$ cat src/rtl/ifu_pc_ctrl.sv
// ifu_pc_ctrl: instruction-fetch PC sequencer.
// It issues one instruction-memory request at a time and holds the returned word for decode.
// It handles branch redirects and drops any response that was in flight when a redirect arrived.
// PC increment is computed by an external 16-bit prefix adder.
//
// Ports:
//   clk, rst_n                   clock, asynchronous active-low reset
//   stall                        back-end stall (blocks requests, holds instr)
//   br_valid, br_target          one-cycle redirect pulse and target
//   adder_a/b/kin, adder_sum     external adder operands (combinational) and result
//   imem_req/addr/gnt            fetch request handshake
//   imem_rvalid/rdata            fetch response
//   instr_valid/instr/instr_pc   fetched instruction to decode
//   dec_ready                    decode accepts instr
//   pc_ovf                       sticky PC overflow flag (only with IFU_OVF_TRAP_EN)
//
// Optional feature: define IFU_OVF_TRAP_EN to trap on PC carry-out instead of wrapping.
module ifu_pc_ctrl #(
  parameter logic [15:0] RESET_PC = 16'h0000,
  parameter logic [15:0] PC_INC   = 16'd2
) (
  input  logic        clk,
  input  logic        rst_n,
  input  logic        stall,
  input  logic        br_valid,
  input  logic [15:0] br_target,
  output logic [15:0] adder_a,
  output logic [15:0] adder_b,
  output logic [1:0]  adder_kin,
  input  logic [16:0] adder_sum,
  output logic        imem_req,
  output logic [15:0] imem_addr,
  input  logic        imem_gnt,
  input  logic        imem_rvalid,
  input  logic [15:0] imem_rdata,
  output logic        instr_valid,
  output logic [15:0] instr,
  output logic [15:0] instr_pc,
`ifdef IFU_OVF_TRAP_EN
  output logic        pc_ovf,
`endif
  input  logic        dec_ready
);

  localparam int unsigned AW = 16;

  localparam logic [1:0] IDLE = 2'd0;
  localparam logic [1:0] REQ  = 2'd1;
  localparam logic [1:0] WAIT = 2'd2;
  localparam logic [1:0] HOLD = 2'd3;

  logic [1:0]    state_q, state_d;
  logic [AW-1:0] pc_q, pc_d;
  logic          drop_q, drop_d;
  logic          ovf_q, ovf_d;
  logic          imem_req_d;
  logic [AW-1:0] imem_addr_d;
  logic          instr_valid_d;
  logic [AW-1:0] instr_d, instr_pc_d;

  // External adder: current PC plus constant increment, carry-in killed.
  assign adder_a   = pc_q;
  assign adder_b   = PC_INC;
  assign adder_kin = 2'b00;

`ifdef IFU_OVF_TRAP_EN
  assign pc_ovf = ovf_q;
`else
  logic unused_carry;
  assign unused_carry = adder_sum[16];
`endif

  // Next-state and registered-output logic.
  always_comb begin
    state_d       = state_q;
    pc_d          = pc_q;
    drop_d        = drop_q;
    ovf_d         = ovf_q;
    instr_valid_d = instr_valid;
    instr_d       = instr;
    instr_pc_d    = instr_pc;

    case (state_q)
      IDLE: begin
        // A set overflow flag parks the fetcher here until a redirect.
        if (br_valid) begin
          pc_d    = br_target;
          state_d = REQ;
        end else if (!ovf_q) begin
          state_d = REQ;
        end
      end

      REQ: begin
        if (imem_req && imem_gnt) begin
          state_d = WAIT;
          // The granted request is now stale; its response must be dropped.
          if (br_valid) drop_d = 1'b1;
        end
        if (br_valid) pc_d = br_target;
      end

      WAIT: begin
        if (br_valid) begin
          pc_d = br_target;
          if (imem_rvalid) begin
            drop_d  = 1'b0;
            state_d = REQ;
          end else begin
            drop_d = 1'b1;
          end
        end else if (imem_rvalid) begin
          if (drop_q) begin
            drop_d  = 1'b0;
            state_d = REQ;
          end else begin
            instr_d       = imem_rdata;
            instr_pc_d    = pc_q;
            pc_d          = adder_sum[AW-1:0];
            instr_valid_d = 1'b1;
            state_d       = HOLD;
`ifdef IFU_OVF_TRAP_EN
            if (adder_sum[16]) ovf_d = 1'b1;
`endif
          end
        end
      end

      HOLD: begin
        if (br_valid) begin
          pc_d    = br_target;
          state_d = REQ;
        end else if (dec_ready && !stall) begin
          instr_valid_d = 1'b0;
          state_d       = ovf_q ? IDLE : REQ;
        end
      end

      default: state_d = IDLE;
    endcase

    // Redirect overrides everything: kill the held instruction and clear the trap.
    if (br_valid) begin
      instr_valid_d = 1'b0;
      ovf_d         = 1'b0;
    end

    imem_req_d  = (state_d == REQ) && !stall;
    imem_addr_d = pc_d;
  end

  // State and output registers.
  always_ff @(posedge clk or negedge rst_n) begin
    if (!rst_n) begin
      state_q     <= IDLE;
      pc_q        <= RESET_PC;
      drop_q      <= 1'b0;
      ovf_q       <= 1'b0;
      imem_req    <= 1'b0;
      imem_addr   <= RESET_PC;
      instr_valid <= 1'b0;
      instr       <= '0;
      instr_pc    <= '0;
    end else begin
      state_q     <= state_d;
      pc_q        <= pc_d;
      drop_q      <= drop_d;
      ovf_q       <= ovf_d;
      imem_req    <= imem_req_d;
      imem_addr   <= imem_addr_d;
      instr_valid <= instr_valid_d;
      instr       <= instr_d;
      instr_pc    <= instr_pc_d;
    end
  end

endmodule

$ cat config.mk
export PLATFORM = sky130hd
export DESIGN_NAME = ifu_pc_ctrl
export DESIGN_NICKNAME = d
export VERILOG_FILES = /design/src/rtl/ifu_pc_ctrl.sv
export SDC_FILE = /design/constraint.sdc
export NUM_CORES = 1
export LEC_CHECK = 0
export ABC_CLOCK_PERIOD_IN_PS = 4000
export CAP_MARGIN = 10
export CORE_UTILIZATION = 50
export CTS_CLUSTER_SIZE = 28
export DETAILED_ROUTE_END_ITERATION = 8
export DONT_BUFFER_PORTS = 1
export HOLD_SLACK_MARGIN = 0.08
export SLEW_MARGIN = 20
export SYNTH_ARGS = -nofsm -noshare
export SYNTH_HDL_FRONTEND = slang
export SYNTH_SLANG_ARGS = --single-unit
$ cat constraint.sdc
create_clock -name clk -period 4 [get_ports clk]
set_input_delay 0.2 -clock clk [delete_from_list [all_inputs] [get_ports clk]]
set_output_delay 0.2 -clock clk [all_outputs]
set_load 0.01 [all_outputs]
==> run_results.csv <==
group,metric,value,unit
timing,rsz0062_at_grt,"false",
worst_setup_path,end_kind,"flop",
timing,tightest_slew,0.661,ns
die,fp.coreArea,4690,sq um
timing,post-route-period-util,42.6,%
layout,area_delta_synth_final,7.34,%
drt,met3WireLength,403,um
global_route,grt_max_degree,54,
placed_design,dpl-instance-area,2240,sq um
layout,post-route-util,55.8,%
die,die_h,71.8,um
layout,drive_gt1_share,26.2,%
timing,slew_headroom,55.8,%
timing,finalHoldViolations,0,
logic_synthesis,syn_area_per_cell,13.4,sq um
timing,finalMaxSlewViolations,0,
clock_network,cts_tree,"built",
global_route,grt_usage,17.8,%
worst_hold_path,min-delay-path-class,"primary input to flop",
clock_network,clk_latency,0.30,ns
clock_network,clk_pin_slew,0.09,ns
clock_network,cts.sinks,53,
logic_synthesis,synth_top_area_cell,"dfrtp_1",
placed_design,dp_hpwl,2950,um
die,dieArea,5160,sq um
logic_synthesis,synthCells,182,
die,ios,140,
logic_synthesis,synthFlopType,"dfrtp_1",
timing,whs,0.0888,ns
timing,setup_ws,2.30,ns
drt,drt_iter0_drc,48,
layout,fin_area,2620,sq um
power_and_ir_drop,p_per_area,523,nW/um^2
clock_network,cts_max_path_buffers,2,
global_route,grt_first_pass_wirelength,6870,um
drt,ant_nets,0,
die,initial_utilization,52.0,%
clock_network,cts_made_buffers,5,
die,rows,25,
flow_run,maxCapViolations,0,
layout,fillers,385,
placed_design,dpl.cell_count,209,
global_route,grt.overflow.total,0,
placed_design,port_buffers,0,
logic_synthesis,ys_seq_area_share,54.4,%
logic_synthesis,synth-seq-cells,53,
timing,layout_min_cycle_time,1.70,ns
clock_network,htree_num_levels,2,
logic_synthesis,synth.distinct_cells,24,
placed_design,gp_congestion,0.688,
global_route,antenna_found_initial,0,
worst_setup_path,cp_max_fo,48,
power_and_ir_drop,power.leakage,1.22,nW
logic_synthesis,synth_area_leaders,"dfrtp_1, mux2_2, buf_4",
worst_setup_path,crit_arrival,1.89,ns
logic_synthesis,synth_common_cells,"dfrtp_1, buf_4, mux2_2",
timing,fin_skew,0.00743,ns
logic_synthesis,postSynth.asyncResetShare,100,%
timing,tns,0,ns
status,status,"finished clean",
drt,wl_per_cell,19.0,um
drt,wl_met1,1670,um
global_route,grt_pass1_vias,1424,
worst_setup_path,crit_type,"flop to flop",
logic_synthesis,netlist.area_leader.share,54.4,%
logic_synthesis,yosys_warnings,0,
layout,final_nets,242,
drt,wl,4580,um
drt,met2_length,2450,um
drt,drc_errors,0,
worst_setup_path,required,4.19,ns
drt,dr.pass1.iters,4,
clock_network,cts_root_buf,"clkbuf_8",
placed_design,place_ws,1.93,ns
drt,vias,1373,
worst_setup_path,startpoint_type,"flop",
logic_synthesis,syn_area,2440,sq um
layout,num_antenna_cells,0,
drt,routed_via_density,5.70,
layout,instances_no_fill,241,
die,die_w,71.8,um
power_and_ir_drop,ir_drop,0.214,mV
logic_synthesis,synth_most_common_cell,"dfrtp_1",
timing,setup_viol,0,
logic_synthesis,synth_edf_count,0,
timing,timing.fmax,587,MHz
power_and_ir_drop,finalPower,1.37,mW
drt,top_layer_used,"met4",
-- layout make-up --
| cell class | instances | area (sq um) | area share [%] |
|---|---|---|---|
| Tap cell | 54 | 67.6 | 2.58 |
| Clock inverter | 2 | 38.8 | 1.48 |
| Clock buffer | 6 | 72.6 | 2.77 |
| Timing Repair Buffer | 24 | 258 | 9.85 |
| Sequential cell | 53 | 1330 | 50.7 |
| Multi-Input combinational cell | 102 | 855 | 32.6 |
-- kinds of logic (layout without fill, tap and decap cells) --
kind of cell | after synthesis | after routing | share of synthesized area, %
DFF | 53 | 53 | 54.4
buffers and inverters | 43 | 32 | 13.2
and+or+nand+nor | 28 | 28 | 7.34
muxes | 32 | 32 | 15.4
AOI/OAI and AO/OA | 24 | 24 | 9.34
other | 2 | 18 | 0.308
-- worst paths after layout --
kind                         startpoint  slack, ns  depth (start not counted)           end
max                          state_q[1]       2.30                          3  instr_pc[10]
min                        adder_sum[8]       0.09                          1    adder_a[8]
max reg2reg                  state_q[1]       2.30                          3  instr_pc[10]
min reg2reg                  state_q[1]       0.58                          1        drop_q
max in group asynchronous         rst_n       3.34                          2   instr_valid
min in group asynchronous         rst_n       0.43                          2   instr_pc[6]
-- report_power, final --
group	total [mW]	switching [mW]	internal, mW
sequential	0.818	0.161	0.656
clock	0.356	0.168	0.188
combinational	0.195	0.0699	0.125
-- cell usage in the layout, fill, tap and decap left out, types with 2 or more instances in the layout --
master,netlist,routed
o221a_2,6,6
dlygate4sd3_1,0,23
a21oi_1,4,4
nor2_1,3,3
o221a_1,10,10
mux2_4,4,4
clkbuf_8,0,5
nand2b_1,17,17
dfrtp_1,53,53
conb_1,2,18
mux2_2,28,28
nand2_1,2,2
-- sequential cells by signal (all words and copies together) (netlist names) --
name	cells
instr_pc	16
imem_req	1
instr	16
state_q	2
instr_valid	1
drop_q	1
adder_a	16
-- routing by layer --
metal,vias to the layer above,global-route usage [%]
li1,596,-
met1,688,18.2
met2,82,32.5
met3,7,7.17
met4,0,6.75
met5,-,0
-- worst max-delay path, stage by stage (launching register included) --
cell,delay (ns)
dfrtp_1,0.45
and4bb_4,0.25
nand2b_4,0.45
mux2_2,0.41
-- what timing repair did --
item,in CTS,in global routing
hold endpoints to repair,85,3
resized for setup,0,0
buffers inserted,0,0
hold buffers,21,3
setup endpoints to repair,0,0
No activity file was read; power rests on OpenSTA's default activity.
